## src/rtl/ray_job_dispatcher.sv

```systemverilog
// ray_job_dispatcher: splits a frame into fixed-width pixel-run jobs, issues
// them in raster order over valid/ready, and limits jobs in flight using
// completion credits.
module ray_job_dispatcher #(
    parameter int JOBS             = 640,
    parameter int JOBS_SUBDIVISION = 64,
    parameter int ROWS             = 480,
    parameter int MAX_OUTSTANDING  = 10,
    localparam int XW = $clog2(JOBS),
    localparam int YW = $clog2(ROWS),
    localparam int IW = $clog2((JOBS / JOBS_SUBDIVISION) * ROWS),
    localparam int OW = $clog2(MAX_OUTSTANDING + 1)
) (
    input  logic          clk,
    input  logic          rstn,
    input  logic          frame_start,
    output logic          job_valid,
    input  logic          job_ready,
    output logic [XW-1:0] job_x,
    output logic [YW-1:0] job_y,
    output logic [IW-1:0] job_idx,
    input  logic          job_done,
    output logic          busy,
    output logic          frame_done,
    output logic          credit_err
);

    localparam logic [XW-1:0] LAST_X   = XW'(JOBS - JOBS_SUBDIVISION);
    localparam logic [YW-1:0] LAST_Y   = YW'(ROWS - 1);
    localparam logic [XW-1:0] X_STEP   = XW'(JOBS_SUBDIVISION);
    localparam logic [OW-1:0] OUT_MAX  = OW'(MAX_OUTSTANDING);

    typedef enum logic [1:0] {IDLE, ISSUE, DRAIN, DONE} state_t;

    state_t        state, state_next;
    logic [OW-1:0] outstanding, outstanding_next;
    logic          credit_err_next;
    logic          xfer;
    logic          last_job;

    // Handshake decode: a transfer, and whether it carries the frame's final job.
    always_comb begin
        xfer     = job_valid && job_ready;
        last_job = xfer && (job_x == LAST_X) && (job_y == LAST_Y);
    end

    // Credit counter: a same-cycle issue and completion cancel; a completion
    // with nothing in flight is dropped and flagged instead of underflowing.
    always_comb begin
        // NOTE: every output of a combinational block gets a default first so
        // no path leaves it unassigned, which would infer a latch.
        outstanding_next = outstanding;
        credit_err_next  = credit_err;
        if (xfer && !job_done) begin
            outstanding_next = outstanding + 1'b1;
        end else if (job_done && !xfer) begin
            if (outstanding == '0) begin
                credit_err_next = 1'b1;
            end else begin
                outstanding_next = outstanding - 1'b1;
            end
        end
    end

    // Next-state logic; DRAIN looks at the post-update credit count so a
    // completion arriving this cycle can finish the frame.
    always_comb begin
        state_next = state;
        case (state)
            IDLE:    if (frame_start)             state_next = ISSUE;
            ISSUE:   if (last_job)                state_next = DRAIN;
            DRAIN:   if (outstanding_next == '0)  state_next = DONE;
            DONE:                                 state_next = IDLE;
            default:                              state_next = IDLE;
        endcase
    end

    // State, credits, sticky error and the registered valid.
    always_ff @(posedge clk or negedge rstn) begin
        if (!rstn) begin
            state       <= IDLE;
            outstanding <= '0;
            credit_err  <= 1'b0;
            job_valid   <= 1'b0;
        end else begin
            // NOTE: sequential state uses non-blocking assignments so every
            // register samples the pre-edge values of the others.
            state       <= state_next;
            outstanding <= outstanding_next;
            credit_err  <= credit_err_next;
            // Valid is computed from next-cycle state and credits; it can only
            // fall on a transfer (credits only shrink otherwise), so it never
            // drops while a job is waiting on ready.
            job_valid   <= (state_next == ISSUE) && (outstanding_next < OUT_MAX);
        end
    end

    // Job payload: cleared on frame entry, advanced in raster order per transfer,
    // held otherwise.
    always_ff @(posedge clk or negedge rstn) begin
        if (!rstn) begin
            job_x   <= '0;
            job_y   <= '0;
            job_idx <= '0;
        end else if (state == IDLE && frame_start) begin
            job_x   <= '0;
            job_y   <= '0;
            job_idx <= '0;
        end else if (xfer) begin
            job_idx <= job_idx + 1'b1;
            if (job_x == LAST_X) begin
                job_x <= '0;
                job_y <= job_y + 1'b1;
            end else begin
                job_x <= job_x + X_STEP;
            end
        end
    end

    assign busy       = (state == ISSUE) || (state == DRAIN);
    assign frame_done = (state == DONE);

endmodule

```

## config.mk

```make
export PLATFORM = sky130hd
export DESIGN_NAME = ray_job_dispatcher
export DESIGN_NICKNAME = d
export VERILOG_FILES = /design/src/rtl/ray_job_dispatcher.sv
export SDC_FILE = /design/constraint.sdc
export NUM_CORES = 1
export LEC_CHECK = 0
export ABC_AREA = 1
export CAP_MARGIN = 20
export CELL_PAD_IN_SITES_DETAIL_PLACEMENT = 0
export CELL_PAD_IN_SITES_GLOBAL_PLACEMENT = 1
export CORE_MARGIN = 5
export CORE_UTILIZATION = 40
export DETAILED_ROUTE_END_ITERATION = 16
export GPL_TIMING_DRIVEN = 0
export PLACE_DENSITY_LB_ADDON = 0.3
export SLEW_MARGIN = 25
export SYNTH_ARGS = -nofsm -noshare
export SYNTH_HDL_FRONTEND = slang
export SYNTH_SLANG_ARGS = --single-unit
```

## constraint.sdc

```tcl
create_clock -name clk -period 2.21 [get_ports clk]
set_input_delay 0.221 -clock clk [delete_from_list [all_inputs] [get_ports clk]]
set_output_delay 0.221 -clock clk [all_outputs]
set_load 0.01 [all_outputs]
```

==> flow_summary.ini <==
[pwr]
p_int_mw = 1.422
pwr-share-clk_pct = 20.2
power_density_nw_per_um2 = 897.1
switching_power_mw = 0.9073
p_total_mw = 2.329
vdd_drop_max_mv = 0.6128
seqPwrFrac_pct = 37.3
swShare_pct = 38.96
power_leakage_nw = 1.257
power.share.combinational_pct = 42.5

[cts]
htreeDepth = 2
clkLatencyLatePin_ns = 0.28
clkTransAtPathRegs_ns = 0.07
cts_setup_buffers = 0
cts.sinks = 34
cts_tree = done
cts_buffers = 5
clock_path_buffers = 2
cts_root_buf = clkbuf_8

[yosys]
yosys_warnings = 0
synth-main-ff-cell = dfrtp_1
synth_top_area_share_pct = 41.85
synth_seq_cells = 34
ys_async_sr_fraction_pct = 100.0
synth_area_per_cell_um2 = 7.973
ys_seq_area_share_pct = 41.85
yosysMostFrequentCell = nand2_1
synth_edf_count = 0
ys_top_cells_by_area = dfrtp_1, nand2_1, ha_1
synthTopCellsByCount = nand2_1, dfrtp_1, inv_1
synth_largest_area_cell = dfrtp_1
synthesis.area_um2 = 2033
synth_cells = 255
ys_types = 30

[place]
post-dp-hpwl_mm = 3.216
place_inst = 365
port_buffers = 34
gp_congestion = 0.7982

[drt]
routed_wl_mm = 4.241
drt_iter0_markers = 62
dr.pass1.iters = 4
drc = 0
ant_nets = 0
routedWlPerCell_um = 11.34
vias_per_cell = 4.594
routed-via-count = 1718

[worst_setup_path]
end_kind = output pin
cp.arrival_ns = 1.63
cp_data_required_time_ns = 1.99
path_max_fanout = 5
startpoint_type = flop
worstSetupPathType = reg2out

[sta]
fin_setup_tns_ns = 0
whs_ns = 0.3433
setup_viol = 0
fin_crit_sh_pct = 83.75
finalHoldViolCount = 0
skew_ns = 0.007124
max_freq_mhz = 540.3
slew_viol_final = 0
rsz0062_at_grt = false
final.min_clock_period_ns = 1.851

[floorplan]
core_um2 = 5010
die-area_um2 = 6609
die_h_um = 81.30
initial_core_util_pct = 40.58
ioPinCount = 41
rows = 26
die_x_um = 81.30

[global_route]
grt_pass1_vias = 1542
grt_use_total_pct = 13.97
antenna_found_initial = 0
grt-ovfl-total = 0
grt_max_degree = 26
grt_pass1_wl_mm = 7.148

[min_path]
hold_path.class = in2async

[cells_and_area]
drive_above_1_share_pct = 14.14
area_growth_syn_to_layout_pct = 27.69
layout.cells.non_filler = 374
fin_nets = 319
n_antenna_cell = 0

[status]
status = completed

[run]
maxCapViolCount = 0
placed cells by master (no fill, tap or decap), types with 2 or more instances in the layout:
cell	instances
buf_4	6
dfrtp_1	34
buf_6	2
xor2_1	2
o22ai_1	2
inv_2	3
clkbuf_8	6
nand3_2	3
a31oi_1	2
nor2_4	3
ha_1	11
nor3_1	8
nor3_4	2
nand2_1	53
nor2_1	24
clkbuf_1	2
nand4_1	3
conb_1	6
nor2_2	6
nand3_1	15
o21ai_0	14
clkdlybuf4s50_1	33
a21oi_1	17
nand2_2	6
inv_1	30
power by group through the flow:
stage / logic, mW / clock network (mW) / registers [mW]
4_1_cts: 1.01 / 0.491 / 0.871
5_1_grt: 1.12 / 0.517 / 0.894
3_3_place_gp: 0.985 / 0 / 0.880
3_5_place_dp: 1.00 / 0 / 0.881
6_report: 0.991 / 0.471 / 0.868
2_1_floorplan: 0.661 / 0 / 0.881
cell type report:
type / count / area, µm²
fillers: 518 / 2414
multi-input cells: 183 / 1002
flip-flops and latches: 34 / 850.8
repair buffers: 36 / 365.4
inverters: 34 / 127.6
well taps: 70 / 87.58
clock buffers: 7 / 86.33
plain buffers: 9 / 71.32
clock inverters: 1 / 5.005
per-layer routing:
layer | GRT usage (%) | routed length [µm] | up-vias
met5 | 0 | 0 | -
met1 | 19.17 | 2140 | 770
met3 | 3.659 | 181 | 4
met4 | 4.561 | 53 | 0
li1 | - | - | 905
met2 | 21.34 | 1865 | 39
through the flow:
step	instance area (µm²)	setup WS (ns)	util, %
after detailed placement	2495	0.3424	49.80
after global routing	2596	0.1570	51.82
after CTS	2596	0.3265	51.82
final	2596	0.3591	51.82
after global placement	2480	0.08343	49.50
after floorplan	2052	0.6862	-
state kept, by name, indices dropped and copies added (netlist names):
| signal | flops |
|---|---|
| credit_err | 1 |
| job_idx | 13 |
| job_valid | 1 |
| job_x | 4 |
| job_y | 9 |
| outstanding | 4 |
| state | 2 |
kinds of logic after synthesis:
family	synth area share, %
AOI/OAI and AO/OA	9.600
xor gates and xnor gates	0.8617
adders and majority gates	6.769
buffers and inverters	9.784
DFF	41.85
other	0.1844
and+or+nand+nor	30.95
worst paths after layout:
kind                            startpoint          to  slack [ns]  cells after the start
worst max register to register    state[0]    job_y[5]        0.37                     10
worst min-delay path                  rstn  job_idx[1]        0.34                      2
worst max-delay path              state[0]        busy        0.36                      3
max in group asynchronous             rstn    job_y[6]        1.45                      3
min in group clk                credit_err  credit_err        0.48                      1
worst min register to register  credit_err  credit_err        0.48                      1
worst max-delay path, cell delays in order, from the launching register on:
cell and delay (ns):
dfrtp_1 0.43, inv_1 0.11, ha_1 0.28, clkdlybuf4s50_1 0.52
what timing repair did:
action,CTS,global route
hold buffers,1,0
gates resized for setup,0,0
hold endpoints to repair,9,0
Note: power is estimated with default switching activity, not from simulation.
